==> src/rtl/project_sync_phase_controller.sv <==
// Sync-input controller: selects and edge-detects a sync source, delays it by i_delay cycles,
// then issues the phase-load strobe while flagging syncs lost mid-delay and late syncs.
module project_sync_phase_controller (
  input  logic        i_clk,
  input  logic        i_reset,
  input  logic        i_en,
  input  logic        i_sync_in,
  input  logic        i_sync_ext,
  input  logic        i_src_sel,
  input  logic        i_phase_load_en,
  input  logic        i_oneshot,
  input  logic        i_arm,
  input  logic [15:0] i_delay,
  input  logic [15:0] i_phase,
  input  logic        i_phase_dir,
  input  logic [15:0] i_timeout,
  input  logic        i_clear_flags,
  output logic        o_sync_fwd,
  output logic        o_phase_en,
  output logic [15:0] o_phase,
  output logic        o_phase_direction,
  output logic        o_busy,
  output logic        o_missed,
  output logic        o_timeout
);

  typedef enum logic [1:0] {IDLE, DELAY, PULSE} state_t;

  state_t      state;
  logic        ext_meta;
  logic        ext_sync;
  logic        sel_prev;
  logic        armed;
  logic [15:0] cnt;
  logic [15:0] tcnt;

  logic        sel;
  logic        sync_edge;
  logic        accept;
  logic        timeout_hit;
  logic [15:0] tcnt_next;

  assign sel         = i_src_sel ? ext_sync : i_sync_in;
  assign sync_edge   = sel & ~sel_prev;
  assign accept      = i_en & sync_edge & (state != DELAY) & (~i_oneshot | armed);
  assign tcnt_next   = (tcnt == 16'hFFFF) ? tcnt : tcnt + 16'd1;
  // An accepted sync on the same edge counts as arriving in time.
  assign timeout_hit = i_en & ~accept & (i_timeout != 16'd0) & (tcnt_next == i_timeout);
  assign o_phase_en  = o_sync_fwd & i_phase_load_en;
  assign o_busy      = (state != IDLE);

  always_ff @(posedge i_clk or posedge i_reset) begin
    if (i_reset) begin
      ext_meta          <= 1'b0;
      ext_sync          <= 1'b0;
      sel_prev          <= 1'b0;
      armed             <= 1'b0;
      o_phase           <= 16'd0;
      o_phase_direction <= 1'b0;
      tcnt              <= 16'd0;
      o_missed          <= 1'b0;
      o_timeout         <= 1'b0;
    end else begin
      ext_meta <= i_sync_ext;
      ext_sync <= ext_meta;
      sel_prev <= sel;
      // A re-arm on the same edge as a one-shot acceptance leaves the block armed.
      armed    <= i_arm | (armed & ~(accept & i_oneshot));
      if (accept) begin
        o_phase           <= i_phase;
        o_phase_direction <= i_phase_dir;
      end
      if (!i_en || accept)
        tcnt <= 16'd0;
      else if (i_timeout != 16'd0)
        tcnt <= tcnt_next;
      o_missed  <= (sync_edge & (state == DELAY)) | (o_missed & ~i_clear_flags);
      o_timeout <= timeout_hit | (o_timeout & ~i_clear_flags);
    end
  end

  // Strobe FSM; an acceptance in PULSE restarts the delay so back-to-back syncs lose no gap.
  always_ff @(posedge i_clk or posedge i_reset) begin
    if (i_reset) begin
      state      <= IDLE;
      cnt        <= 16'd0;
      o_sync_fwd <= 1'b0;
    end else if (!i_en) begin
      state      <= IDLE;
      cnt        <= 16'd0;
      o_sync_fwd <= 1'b0;
    end else if (accept) begin
      if (i_delay == 16'd0) begin
        state      <= PULSE;
        cnt        <= 16'd0;
        o_sync_fwd <= 1'b1;
      end else begin
        state      <= DELAY;
        cnt        <= 16'd1;
        o_sync_fwd <= 1'b0;
      end
    end else begin
      case (state)
        DELAY: begin
          if (cnt == i_delay) begin
            state      <= PULSE;
            cnt        <= 16'd0;
            o_sync_fwd <= 1'b1;
          end else begin
            cnt        <= cnt + 16'd1;
            o_sync_fwd <= 1'b0;
          end
        end
        default: begin
          state      <= IDLE;
          cnt        <= 16'd0;
          o_sync_fwd <= 1'b0;
        end
      endcase
    end
  end

endmodule

==> config.mk <==
export PLATFORM = sky130hd
export DESIGN_NAME = project_sync_phase_controller
export DESIGN_NICKNAME = d
export VERILOG_FILES = /design/src/rtl/project_sync_phase_controller.sv
export SDC_FILE = /design/constraint.sdc
export NUM_CORES = 1
export LEC_CHECK = 0
export BUFFER_PORTS_ARGS = -buffer_cell sky130_fd_sc_hd__buf_4
export CAP_MARGIN = 20
export CORE_ASPECT_RATIO = 0.9
export CORE_MARGIN = 2
export CORE_UTILIZATION = 54
export DETAILED_ROUTE_END_ITERATION = 8
export PLACE_DENSITY = 0.8
export SYNTH_ARGS = -nofsm -noshare
export SYNTH_HDL_FRONTEND = slang
export SYNTH_SLANG_ARGS = --single-unit
==> constraint.sdc <==
create_clock -name i_clk -period 3.29 [get_ports i_clk]
set_input_delay 0.4935 -clock i_clk [delete_from_list [all_inputs] [get_ports i_clk]]
set_output_delay 0.4935 -clock i_clk [all_outputs]
set_load 0.05 [all_outputs]
After elaboration in Yosys (flattened, before gate mapping)
Cells that the tools add are included.
{"block": "totals", "output_inout_bits": 22, "input_bits": 59, "reg_bits": 58}
{"block": "op_classes", "n_mux": 19, "eq_ne": 6, "reduce_logical": 6, "bitwise": 22, "n_addsub": 2}
{"cell": "2-to-1 mux 16 bit", "count": 7}
{"cell": "adder 16 x 1 -> 16 bit, second input constant", "count": 2}
{"cell": "equality test 16 bit", "count": 2}
{"cell": "equality test 16 bit, second input constant", "count": 1}
{"cell": "logical NOT 16 bit", "count": 1}
{"cell": "nonzero test 16 bit", "count": 1}
{"cell": "bitwise AND 1 bit", "count": 13}
{"cell": "2-to-1 mux 2 bit", "count": 5}
{"cell": "2-to-1 mux 1 bit", "count": 7}
{"cell": "inverter 1 bit", "count": 5}
{"cell": "inequality test 4 x 3 -> 1 bit, second input constant", "count": 1}
{"cell": "OR 1 bit", "count": 4}
{"cell": "nonzero test 2 bit", "count": 2}
{"cell": "equality test 2 x 1 -> 1 bit, second input constant", "count": 1}
{"cell": "inequality test 2 x 1 -> 1 bit, second input constant", "count": 1}
{"cell": "logical NOT 1 bit", "count": 1}
{"cell": "logical OR 1 bit", "count": 1}

Logic depth before layout (Yosys ltp)
{"block": "logic_depth", "ltp_word": 10, "depth_mapped": 9}

Least setup slack after synthesis
No wires, ideal clock.
{"block": "synth_timing", "path_type": "reg-to-reg", "start": "register tcnt[0]", "end": "register o_timeout", "slack_ns": 0.835, "period_less_slack_ns": 2.455, "setup_time_ns": 0.092, "path_stages_with_launch": 9, "path_buffers": 1, "arrival_time_ns": 2.363, "cell_sequence": "dfrtp_1 ha_1 nand4_1 or4_1 buf_2 a21oi_1 or4b_1 or4_1 o31ai_2"}
{"block": "synth_via", "elab_chain_cells": 5}
{"element": "start, declared", "line": "35", "rtl": "logic [15:0] tcnt;"}
{"element": "start signal, assigned", "line": "76", "rtl": "tcnt <= tcnt_next;"}
{"element": "adder 16 x 1 -> 16 bit or equality test 16 bit (tied branches)", "line": "46", "rtl": "assign tcnt_next = (tcnt == 16'hFFFF) ? tcnt : tcnt + 16'd1;"}
{"element": "2-to-1 mux 16 bit *", "line": "46"}
{"element": "equality test 16 bit *", "line": "48", "rtl": "assign timeout_hit = i_en & ~accept & (i_timeout != 16'd0) & (tcnt_next == i_timeout);"}
{"element": "bitwise AND 1 bit *", "line": "48"}
{"element": "OR 1 bit *", "line": "78", "rtl": "o_timeout <= timeout_hit | (o_timeout & ~i_clear_flags);"}
{"element": "end signal, assigned", "line": "78"}
{"element": "end, declared", "line": "24", "rtl": "output logic o_timeout"}
Mark *: on every way between the ends. The rest lies on a longest branch, timed or not.
A chain may end at the register's enable or synchronous reset.

Final worst setup path
Same ends and word-level chain as after synthesis.

==> impl_metrics.env <==
export IMPL_status="complete, no violations"
export IMPL_worstRegToRegCells=7
export IMPL_pin_count=81
export IMPL_leakage_uw=0.00191
export IMPL_worstSetupPathType="flip-flop to flip-flop"
export IMPL_post_drt_wl_per_cell_um=15.9
export IMPL_r2r_end="o_timeout"
export IMPL_postRouteAntennaNets=0
export IMPL_power_density_nw_per_um2=496
export IMPL_grt_pass1_wl_um=14000
export IMPL_fin_crit_ns=2.71
export IMPL_cts_resized=0
export IMPL_cts_buffer_depth=2
export IMPL_yosysWarnings=0
export IMPL_numCtsBuffers=9
export IMPL_path_max_fanout=10
export IMPL_final_cell_mix="buf_4, dfrtp_1, nor2_1"
export IMPL_syn_nets=421
export IMPL_syn_avg_cell_area_um2=9.48
export IMPL_peakVddDrop_mv=0.495
export IMPL_rows=27
export IMPL_fmax_mhz=369
export IMPL_fin_cells=532
export IMPL_final_hold_viol_count=0
export IMPL_synth_distinct_cells=49
export IMPL_slew_headroom=0.416
export IMPL_antenna_found_initial=0
export IMPL_fp_dieW_um=87.8
export IMPL_viasPerCell=5.73
export IMPL_skew_ns=0.00775
export IMPL_reg2reg_from="tcnt[0]"
export IMPL_clkSlewWorstSetupHoldPaths_ns=0.07
export IMPL_synth_seq_cells=58
export IMPL_grt_overflow_total=0
export IMPL_worstSetupEndpoint="o_timeout"
export IMPL_preCtsSetupSlack_ns=0.586
export IMPL_num_vias=3046
export IMPL_ctsHoldBuffers=0
export IMPL_diodes=0
export IMPL_hold_path_class="input pin to flip-flop"
export IMPL_setup_viol=0
export IMPL_dr_pass1_iters=5
export IMPL_tns_ns=0
export IMPL_cts_max_level=3
export IMPL_grt_pass1_vias=2996
export IMPL_period_share=0.824
export IMPL_final_nets=501
export IMPL_clkLatencyLatePin_ns=0.33
export IMPL_cp_required_ns=3.53
export IMPL_grt_max_degree=45
export IMPL_cts_sinks=58
export IMPL_cts_root_buf="clkbuf_8"
export IMPL_netlist_area_um2=3410
export IMPL_async_flop_share=1.00
export IMPL_final_common_cell="buf_4"
export IMPL_die_y_um=79.4
export IMPL_rsz0062_at_grt="no"
export IMPL_routed_wirelength_um=8440
export IMPL_area_growth_pct=26.4
export IMPL_core_um2=6110
export IMPL_dieArea_um2=6970
export IMPL_synth_ff_type="dfrtp_1"
export IMPL_cts_tree="yes"
export IMPL_crit_arrival_ns=2.95
export IMPL_maxCapViolCount=0
export IMPL_worst_slew_pin_slew_ns=0.874
export IMPL_startpoint="tcnt[0]"
export IMPL_synth_edf_count=0
export IMPL_synth_seq_area_share=0.425
export IMPL_gp_congestion=0.965
export IMPL_dp_hpwl_um=6370
export IMPL_worstSetupStartpointType="flip-flop"
export IMPL_critPathCaptureType="flip-flop"
export IMPL_drt_iter0_markers=230
export IMPL_postCtsSetupRepairBufs=0
export IMPL_portBuffers=80
export IMPL_slew_violations=0
export IMPL_layout_setup_ws_ns=0.579
export IMPL_reg2reg_slack_ns=0.58
export IMPL_dp_cells=516
export IMPL_grt_util_all_layers=0.259
export IMPL_syn_inst=360
export IMPL_layout_drive_gt1_share=0.294
export IMPL_drcViolationCount=0
export IMPL_initial_core_util=0.558
where the power goes:
| group | leakage (µW) | switching (µW) | internal [µW] |
|---|---|---|---|
| logic | 0.00104 | 371 | 212 |
| registers | 0.000759 | 44.0 | 785 |
| clock network | 0.000114 | 295 | 432 |
| total | 0.00191 | 710 | 1430 |
registers in the layout (all words and copies together), names as in the netlist:
| name | count |
|---|---|
| state | 2 |
| cnt | 16 |
| ext_sync | 1 |
| o_sync_fwd | 1 |
| sel_prev | 1 |
| ext_meta | 1 |
| o_phase | 16 |
| o_missed | 1 |
| o_phase_direction | 1 |
| o_timeout | 1 |
| tcnt | 16 |
| armed | 1 |
Yosys cell counts, types with 2 or more instances:
cell | n | area (µm²)
dfrtp_1 | 58 | 1450
nor2_1 | 42 | 158
xor2_1 | 36 | 315
nand2_1 | 25 | 93.8
xnor2_1 | 20 | 175
mux2_2 | 18 | 203
nand3_1 | 18 | 90.1
nor3_1 | 18 | 90.1
nor4_1 | 13 | 81.3
and3_1 | 12 | 75.1
a21oi_1 | 11 | 55.1
nand4_1 | 11 | 68.8
buf_2 | 9 | 45.0
inv_1 | 7 | 26.3
o21ai_0 | 7 | 35.0
clkbuf_1 | 6 | 22.5
nand2b_1 | 4 | 25.0
o22ai_1 | 4 | 25.0
and4_1 | 3 | 26.3
a311oi_1 | 2 | 17.5
and2_1 | 2 | 12.5
ha_1 | 2 | 25.0
nand4_2 | 2 | 25.0
nor4_2 | 2 | 25.0
o21bai_1 | 2 | 15.0
o31ai_1 | 2 | 15.0
or4_1 | 2 | 15.0
cell families (layout without fill, tap and decap cells):
logic type / Yosys count / count (layout) / share of synthesized area
AND/OR/NAND/NOR: 162 / 162 / 0.249
flip-flops: 58 / 58 / 0.425
XOR/XNOR: 56 / 56 / 0.144
AO/OA/AOI/OAI: 39 / 39 / 0.0792
buffers and inverters: 23 / 108 / 0.0290
multiplexers: 20 / 20 / 0.0663
adder cells (fa/ha/maj): 2 / 2 / 0.00733
final cells by class:
cell class | count | area, µm²
fill | 462 | 1800
tap | 87 | 109
inverter | 7 | 26.3
clock buffer | 9 | 124
clock inverter | 7 | 104
multi-input combinational | 279 | 1860
sequential | 58 | 1450
timing repair buffer | 85 | 638
per-layer routing:
layer	up-vias	global-route usage	wire, µm
li1	1446	-	-
met1	1442	0.351	3710
met2	135	0.410	4010
met3	23	0.0579	529
met4	0	0.0877	189
met5	-	0	0
how the worst min path moves through the flow:
stage | from | endpoint | slack, ns | cells after the start
floorplan | ext_meta | ext_sync | 0.33 | 0
global placement | ext_meta | ext_sync | 0.33 | 0
detailed placement | ext_meta | ext_sync | 0.35 | 0
CTS | i_sync_ext | ext_meta | 0.25 | 1
global route | i_sync_ext | ext_meta | 0.25 | 1
finish | i_sync_ext | ext_meta | 0.27 | 1
metrics by stage:
stage	hold slack, ns	utilization	instance area, µm²	power [µW]
2_1_floorplan	0.331	-	3410	1200
3_3_place_gp	0.335	0.669	4090	1410
3_5_place_dp	0.346	0.669	4090	1420
4_1_cts	0.251	0.706	4320	2160
5_1_grt	0.253	0.706	4320	2230
6_report	0.270	0.706	4320	2140
worst max-delay path, cell delays in order (launching register included):
cell and delay (ns):
dfrtp_1 0.44, ha_1 0.33, nand4_1 0.22, or4_1 0.36, a21oi_1 0.06, or4b_1 0.46, or4_1 0.53, o31ai_2 0.22
No activity file was read; power rests on OpenSTA's default activity.
